[config.mk]
export PLATFORM = sky130hd
export DESIGN_NAME = pool_readout_ctrl
export DESIGN_NICKNAME = d
export VERILOG_FILES = /design/src/rtl/pool_readout_ctrl_pkg.sv /design/src/rtl/pool_readout_ctrl_fifo.sv /design/src/rtl/pool_readout_ctrl.sv
export SDC_FILE = /design/constraint.sdc
export NUM_CORES = 1
export LEC_CHECK = 0
export CELL_PAD_IN_SITES_DETAIL_PLACEMENT = 1
export CELL_PAD_IN_SITES_GLOBAL_PLACEMENT = 2
export CORE_ASPECT_RATIO = 0.7
export CORE_UTILIZATION = 37
export CTS_CLUSTER_DIAMETER = 120
export DETAILED_ROUTE_END_ITERATION = 10
export PLACE_DENSITY_LB_ADDON = 0.15
export SETUP_SLACK_MARGIN = 0.05
export SLEW_MARGIN = 40
export SYNTH_ARGS = -nofsm -noshare
export SYNTH_HDL_FRONTEND = slang
export SYNTH_SLANG_ARGS = --single-unit
[constraint.sdc]
create_clock -name clock -period 6 [get_ports clock]
set_input_delay 1.2 -clock clock [delete_from_list [all_inputs] [get_ports clock]]
set_output_delay 1.2 -clock clock [all_outputs]
set_load 0.05 [all_outputs]
[src/rtl/pool_readout_ctrl_pkg.sv]
// Shared definitions for the pooled-output readout sequencer: default geometry,
// pooling type codes and the sequencer state encoding.
package pool_readout_ctrl_pkg;

    localparam int DEF_OUTPUT_HEIGHT   = 4;
    localparam int DEF_OUTPUT_WIDTH    = 8;
    localparam int DEF_OUTPUT_SRAM_LEN = 4;
    localparam int DEF_BIN_LEN         = 8;

    localparam logic [1:0] POOL_NONE = 2'd0;
    localparam logic [1:0] POOL_MAX  = 2'd1;

    typedef enum logic [1:0] {PR_IDLE, PR_READ, PR_DRAIN, PR_DONE} pr_state_t;

    // Keeps counters at least one bit wide for degenerate geometries.
    function automatic int clog2_min1(input int n);
        return (n > 1) ? $clog2(n) : 1;
    endfunction

endpackage

[src/rtl/pool_readout_ctrl_fifo.sv]
// Two-entry FIFO of {addr, data} between the array read port and the writer
// handshake; head is presented combinationally so wr_valid tracks occupancy.
module pr_skid_fifo #(
    parameter int AW = 3,
    parameter int DW = 32
) (
    input  logic          clock,
    input  logic          reset,
    input  logic          push,
    input  logic [AW-1:0] push_addr,
    input  logic [DW-1:0] push_data,
    input  logic          pop,
    output logic          valid,
    output logic [AW-1:0] head_addr,
    output logic [DW-1:0] head_data,
    output logic [1:0]    count
);

    logic       wr_ptr_reg;
    logic       rd_ptr_reg;
    logic [1:0] count_reg;
    logic       pop_ok;

    assign pop_ok = pop && (count_reg != 2'd0);

    for (genvar gi = 0; gi < 2; gi++) begin : g_entry
        logic [AW-1:0] addr_reg;
        logic [DW-1:0] data_reg;

        always_ff @(posedge clock or posedge reset) begin
            if (reset) begin
                addr_reg <= '0;
                data_reg <= '0;
            end else if (push && (wr_ptr_reg == 1'(gi))) begin
                addr_reg <= push_addr;
                data_reg <= push_data;
            end
        end
    end

    always_ff @(posedge clock or posedge reset) begin
        if (reset) begin
            wr_ptr_reg <= 1'b0;
            rd_ptr_reg <= 1'b0;
            count_reg  <= 2'd0;
        end else begin
            if (push) wr_ptr_reg <= ~wr_ptr_reg;
            if (pop_ok) rd_ptr_reg <= ~rd_ptr_reg;
            case ({push, pop_ok})
                2'b10:   count_reg <= count_reg + 2'd1;
                2'b01:   count_reg <= count_reg - 2'd1;
                default: count_reg <= count_reg;
            endcase
            // The upstream credit check must never let a push land on a full buffer.
            assert (!(push && !pop_ok && (count_reg == 2'd2)));
        end
    end

    assign valid     = (count_reg != 2'd0);
    assign count     = count_reg;
    assign head_addr = rd_ptr_reg ? g_entry[1].addr_reg : g_entry[0].addr_reg;
    assign head_data = rd_ptr_reg ? g_entry[1].data_reg : g_entry[0].data_reg;

endmodule

[src/rtl/pool_readout_ctrl.sv]
// Readout sequencer: latches pooling config, walks every (row, column-group)
// address of the pool array and streams the returned words to the SRAM writer.
module pool_readout_ctrl
    import pool_readout_ctrl_pkg::*;
#(
    parameter int OUTPUT_HEIGHT   = DEF_OUTPUT_HEIGHT,
    parameter int OUTPUT_WIDTH    = DEF_OUTPUT_WIDTH,
    parameter int OUTPUT_SRAM_LEN = DEF_OUTPUT_SRAM_LEN,
    parameter int BIN_LEN         = DEF_BIN_LEN,
    parameter int GROUPS          = OUTPUT_WIDTH / OUTPUT_SRAM_LEN,
    parameter int BEATS           = OUTPUT_HEIGHT * GROUPS,
    parameter int WADDR_W         = clog2_min1(BEATS),
    parameter int ROW_W           = clog2_min1(OUTPUT_HEIGHT),
    parameter int COL_W           = clog2_min1(OUTPUT_WIDTH),
    parameter int DATA_W          = BIN_LEN * OUTPUT_SRAM_LEN
) (
    input  logic               clock,
    input  logic               reset,
    input  logic               start,
    input  logic [1:0]         cfg_pool_type,
    input  logic [2:0]         cfg_pool_stride,
    input  logic [2:0]         cfg_pool_kernel,
    output logic               finish,
    output logic [1:0]         Pool_type,
    output logic [2:0]         Pool_stride,
    output logic [2:0]         Pool_kernel_size,
    output logic               SRAM_r_en,
    output logic [ROW_W-1:0]   SRAM_r,
    output logic [COL_W-1:0]   SRAM_c,
    input  logic [DATA_W-1:0]  SRAM_out,
    output logic               wr_valid,
    input  logic               wr_ready,
    output logic [WADDR_W-1:0] wr_addr,
    output logic [DATA_W-1:0]  wr_data,
    output logic               busy,
    output logic               done
);

    localparam int GRP_W = clog2_min1(GROUPS);
    localparam logic [WADDR_W:0] BEATS_C = (WADDR_W+1)'(BEATS);
    localparam logic [WADDR_W:0] LAST_C  = (WADDR_W+1)'(BEATS - 1);

    pr_state_t          state_reg, state_next;
    logic [ROW_W-1:0]   r_reg, r_next;
    logic [GRP_W-1:0]   g_reg, g_next;
    logic [WADDR_W:0]   issued_reg, issued_next;
    logic [WADDR_W:0]   accepted_reg, accepted_next;
    logic               finish_reg, finish_next;
    logic [1:0]         pool_type_reg;
    logic [2:0]         pool_stride_reg, pool_kernel_reg;
    logic               inflight_reg;
    logic [WADDR_W-1:0] inflight_addr_reg;

    logic               rd_en;
    logic               pop;
    logic               room;
    logic [WADDR_W-1:0] rd_addr;
    logic [1:0]         fifo_count;

    assign pop     = wr_valid && wr_ready;
    assign rd_addr = WADDR_W'(r_reg) * WADDR_W'(GROUPS) + WADDR_W'(g_reg);
    // Occupancy after this cycle's pop plus the word already in flight must leave a slot.
    assign room    = (3'(fifo_count) + 3'(inflight_reg)) < (3'd2 + 3'(pop));

    always_comb begin
        state_next    = state_reg;
        r_next        = r_reg;
        g_next        = g_reg;
        issued_next   = issued_reg;
        accepted_next = accepted_reg + (WADDR_W+1)'(pop);
        finish_next   = finish_reg;
        rd_en         = 1'b0;
        case (state_reg)
            PR_IDLE: begin
                if (start) begin
                    state_next    = PR_READ;
                    finish_next   = 1'b1;
                    r_next        = '0;
                    g_next        = '0;
                    issued_next   = '0;
                    accepted_next = '0;
                end
            end
            PR_READ: begin
                if ((issued_reg < BEATS_C) && room) begin
                    rd_en       = 1'b1;
                    issued_next = issued_reg + (WADDR_W+1)'(1);
                    if (g_reg == GRP_W'(GROUPS - 1)) begin
                        g_next = '0;
                        r_next = r_reg + ROW_W'(1);
                    end else begin
                        g_next = g_reg + GRP_W'(1);
                    end
                    if (issued_reg == LAST_C) state_next = PR_DRAIN;
                end
            end
            PR_DRAIN: begin
                if (accepted_next == BEATS_C) state_next = PR_DONE;
            end
            PR_DONE: begin
                finish_next = 1'b0;
                state_next  = PR_IDLE;
            end
            default: state_next = PR_IDLE;
        endcase
    end

    always_ff @(posedge clock or posedge reset) begin
        if (reset) begin
            state_reg         <= PR_IDLE;
            r_reg             <= '0;
            g_reg             <= '0;
            issued_reg        <= '0;
            accepted_reg      <= '0;
            finish_reg        <= 1'b0;
            pool_type_reg     <= '0;
            pool_stride_reg   <= '0;
            pool_kernel_reg   <= '0;
            inflight_reg      <= 1'b0;
            inflight_addr_reg <= '0;
        end else begin
            state_reg    <= state_next;
            r_reg        <= r_next;
            g_reg        <= g_next;
            issued_reg   <= issued_next;
            accepted_reg <= accepted_next;
            finish_reg   <= finish_next;
            inflight_reg <= rd_en;
            if (rd_en) inflight_addr_reg <= rd_addr;
            if (start && (state_reg == PR_IDLE)) begin
                pool_type_reg   <= cfg_pool_type;
                pool_stride_reg <= cfg_pool_stride;
                pool_kernel_reg <= cfg_pool_kernel;
            end
        end
    end

    // SRAM_out is only meaningful the cycle after a read, so it is pushed only then.
    pr_skid_fifo #(
        .AW(WADDR_W),
        .DW(DATA_W)
    ) u_fifo (
        .clock     (clock),
        .reset     (reset),
        .push      (inflight_reg),
        .push_addr (inflight_addr_reg),
        .push_data (SRAM_out),
        .pop       (pop),
        .valid     (wr_valid),
        .head_addr (wr_addr),
        .head_data (wr_data),
        .count     (fifo_count)
    );

    assign finish           = finish_reg;
    assign Pool_type        = pool_type_reg;
    assign Pool_stride      = pool_stride_reg;
    assign Pool_kernel_size = pool_kernel_reg;
    assign SRAM_r_en        = rd_en;
    assign SRAM_r           = r_reg;
    assign SRAM_c           = COL_W'(g_reg) * COL_W'(OUTPUT_SRAM_LEN);
    assign busy             = (state_reg != PR_IDLE);
    assign done             = (state_reg == PR_DONE);

endmodule

==> impl_summary.log <==
[metrics] delay of the slowest critical-path stage: 0.81 ns
[metrics] met1 routing resource usage after global routing: 0.230
[metrics] H-tree depth: 3
[metrics] final instance area: 5870 um2
[metrics] TritonCTS clock tree: done
[metrics] Max Buffers Root-to-Sink: 2
[metrics] maximum number of pins on one net before global-route repair: 71
[metrics] worst path bufs/invs: 3
[metrics] unique cell type count in the Yosys netlist: 34
[metrics] TritonCTS Buffers: 9
[metrics] Period Utilization, post-route: 0.740
[metrics] CP delay by family, top: buffers and inverters
[metrics] Clk pin slew, worst setup/hold paths: 0.07 ns
[metrics] Critical Setup Path Class: input pin to output pin
[metrics] first-pass GRT wire length: 15,700 um
[metrics] area of placed instances: 5570 um2
[metrics] global placer's final weighted congestion: 0.681
[metrics] number of setup buffers added after CTS: 0
[metrics] number of warnings reported in the yosys synthesis log: 0
[metrics] tightest slew margin relative to the limit: 0.567
[metrics] vias in the first global route: 2,938
[metrics] kind of end point of the critical path: output pin
[metrics] DRC violations left: 0
[metrics] met2 track demand over resource: 0.234
[metrics] detailed-routing iteration count for the pre-antenna-repair pass: 4
[metrics] data arrival time at the worst-slack endpoint: 3.24 ns
[metrics] Diodes inserted: 0
[metrics] worst hold path class: register to register
[metrics] core area: 11,700 um2
[metrics] Setup TNS: 0 ns
[metrics] clock insertion delay at the later pin of the skew report: 0.34 ns
[metrics] summed instance area of the synthesized netlist: 4460 um2
[metrics] placed cells: 548
[metrics] count of final setup violators: 0
[metrics] number of pins with negative max-slew slack in the final report: 0
[metrics] upper clock frequency limit: 225 MHz
[metrics] number of maximum-capacitance constraint violations: 0
[metrics] total of buffers placed on input and output ports: 94
[metrics] dominant register cell in the synthesized netlist: sky130_fd_sc_hd__dfrtp_1
[metrics] via/cell ratio: 4.90
[metrics] most congested layer reported by global routing: met2
[metrics] utilization after layout: 0.501
[metrics] GRT met3 Usage: 0.0653
[metrics] critical-path cell with the highest stage delay: sky130_fd_sc_hd__clkdlybuf4s50_1
[metrics] Largest register FFs: 64
[metrics] initial antenna violation count: 0
[metrics] status: completed
[metrics] register bit count reported by yosys: 100
[metrics] number of primary I/O pins: 97
[metrics] via count of the routed design: 2,761
[metrics] Worst setup SP type: input pin
[metrics] Worst-Margin Slew: 0.650 ns
[metrics] time the final worst path needs with I/O delays and setup: 4.44 ns
[metrics] grt total ovfl: 0
[metrics] initial cell density of the core: 0.380
[metrics] global-route usage over all layers: 0.164
[metrics] Synth Area per Inst: 14.5 um2
[metrics] placed wire-length estimate after detailed placement: 6270 um
[metrics] worst clock skew: 0.00503 ns
[metrics] cell count after synthesis: 308
[metrics] count of hold-fix buffers inserted at cts: 0
[metrics] number of hold-slack violations in the final timing report: 0
[metrics] critical path peak fanout: 7
[metrics] unrepaired setup endpoints after global routing: no
[metrics] Worst Path Required: 4.80 ns
[metrics] post-DR wirelength/cell: 16.8 um
[metrics] drt initial violations: 57
[metrics] final antenna-violating net count: 0
[metrics] # resized after CTS: 0
[metrics] number of nets in the finished design: 456
[metrics] number of clock sinks: 100
[metrics] async set-reset flop share out of synthesis: 1.00
[metrics] Top cell by count, worst path: sky130_fd_sc_hd__clkdlybuf4s50_1
[metrics] std cell rows: 33
[metrics] full die area: 12,500 um2
[metrics] share of final-layout standard cells stronger than drive strength 1: 0.356
[metrics] EDFF count, synth: 0
[metrics] Die Wd: 133 um
[metrics] Root Buffer: sky130_fd_sc_hd__clkbuf_16
[metrics] FILL cells: 1,184
[metrics] fraction of the yosys area taken by sequential cells: 0.561
[metrics] Area growth syn-to-layout: 31.7%
[metrics] Routed Wire Length: 9460 um
[metrics] Critical Path, Cell by Cell: clkdlybuf4s50_1 > o21ai_2 > o21a_4 > or2_2 > inv_1 > clkdlybuf4s50_1
[metrics] Die Y: 93.9 um
[metrics] non-filler cells in the finished layout: 564
[synth_stat cells (3+ instances only)]
library cell               count  area, um2
sky130_fd_sc_hd__xor2_1        3       26.3
sky130_fd_sc_hd__nand2_1       7       26.3
sky130_fd_sc_hd__nand3b_1      3       22.5
sky130_fd_sc_hd__mux2_2      119       1340
sky130_fd_sc_hd__dfrtp_1     100       2500
sky130_fd_sc_hd__a22o_1        3       26.3
sky130_fd_sc_hd__buf_2         6       30.0
sky130_fd_sc_hd__inv_1         8       30.0
sky130_fd_sc_hd__clkbuf_1      5       18.8
sky130_fd_sc_hd__o21ai_0       3       15.0
sky130_fd_sc_hd__nor2_1        6       22.5
sky130_fd_sc_hd__ha_1         10        125
sky130_fd_sc_hd__xnor2_1       4       35.0
sky130_fd_sc_hd__and2_1        5       31.3
sky130_fd_sc_hd__buf_4         3       22.5
[final timing paths]
path                                                from                            end  slack [ns]  depth (start not counted)
hold reg to reg            u_fifo.g_entry[0].addr_reg[0]  u_fifo.g_entry[0].addr_reg[0]        0.50                          1
setup reg to reg                         u_fifo.count[0]                   state_reg[1]        3.67                          8
setup / recovery                                wr_ready                      SRAM_r_en        1.56                          6
max in group asynchronous                          reset  u_fifo.g_entry[0].data_reg[8]        3.79                          3
min in group asynchronous                          reset            Pool_kernel_size[2]        1.34                          2
hold / removal             u_fifo.g_entry[0].addr_reg[0]  u_fifo.g_entry[0].addr_reg[0]        0.50                          1
[layout make-up]
type	instances	area, um2	area share
clock inverters	3	45.0	0.00767
clock buffers	13	260	0.0443
repair buffers	97	963	0.164
multi-input cells	186	1870	0.318
well taps	157	196	0.0334
flip-flops and latches	100	2500	0.426
inverters	8	35.0	0.00596
[metrics by stage]
stage          setup WS [ns]  hold slack (ns)
2_1_floorplan           2.18            0.463
3_3_place_gp            1.57            0.469
3_5_place_dp            1.53            0.490
4_1_cts                 1.53            0.506
5_1_grt                 1.46            0.523
6_report                1.56            0.505
[worst reg2reg max path, cell delays in order (launching register included)]
cell and delay (ns):
sky130_fd_sc_hd__dfrtp_1 0.45, sky130_fd_sc_hd__o21ai_2 0.25, sky130_fd_sc_hd__inv_1 0.14, sky130_fd_sc_hd__ha_1 0.22, sky130_fd_sc_hd__ha_1 0.19, sky130_fd_sc_hd__xor2_1 0.17
sky130_fd_sc_hd__o31ai_1 0.23, sky130_fd_sc_hd__o2111ai_1 0.23, sky130_fd_sc_hd__mux2_2 0.34
[cell families (layout without fill, tap and decap cells)]
logic type	count (synthesis)	after routing	synth area share
AOI/OAI and AO/OA	16	16	0.0300
xor gates and xnor gates	7	7	0.0137
adders and majority gates	10	10	0.0281
buffers and inverters	23	121	0.0236
DFF	100	100	0.561
muxes	121	121	0.305
other	1	2	0.000841
and+or+nand+nor	30	30	0.0376
[per-layer routing]
metal	part of all wire	vias to the layer above
li1	-	1275
met1	0.49	1408
met2	0.43	70
met3	0.073	8
met4	0.0090	0
met5	0	-
[layout by cell type (no fill, tap or decap), types with 3 or more instances in the layout]
cell type                           n
sky130_fd_sc_hd__nand3b_1           3
sky130_fd_sc_hd__ha_1              10
sky130_fd_sc_hd__inv_1              7
sky130_fd_sc_hd__mux2_2           119
sky130_fd_sc_hd__a22o_1             3
sky130_fd_sc_hd__xor2_1             3
sky130_fd_sc_hd__xnor2_1            4
sky130_fd_sc_hd__nor2_1             5
sky130_fd_sc_hd__clkdlybuf4s50_1   94
sky130_fd_sc_hd__buf_4              3
sky130_fd_sc_hd__o21ai_0            3
sky130_fd_sc_hd__and2_1             5
sky130_fd_sc_hd__dfrtp_1           99
sky130_fd_sc_hd__nand2_1            6
sky130_fd_sc_hd__clkbuf_16          9
Power is left out: the tool's default activity adds up to more than one toggle a clock period on the data nets, which glitch-free logic cannot reach.
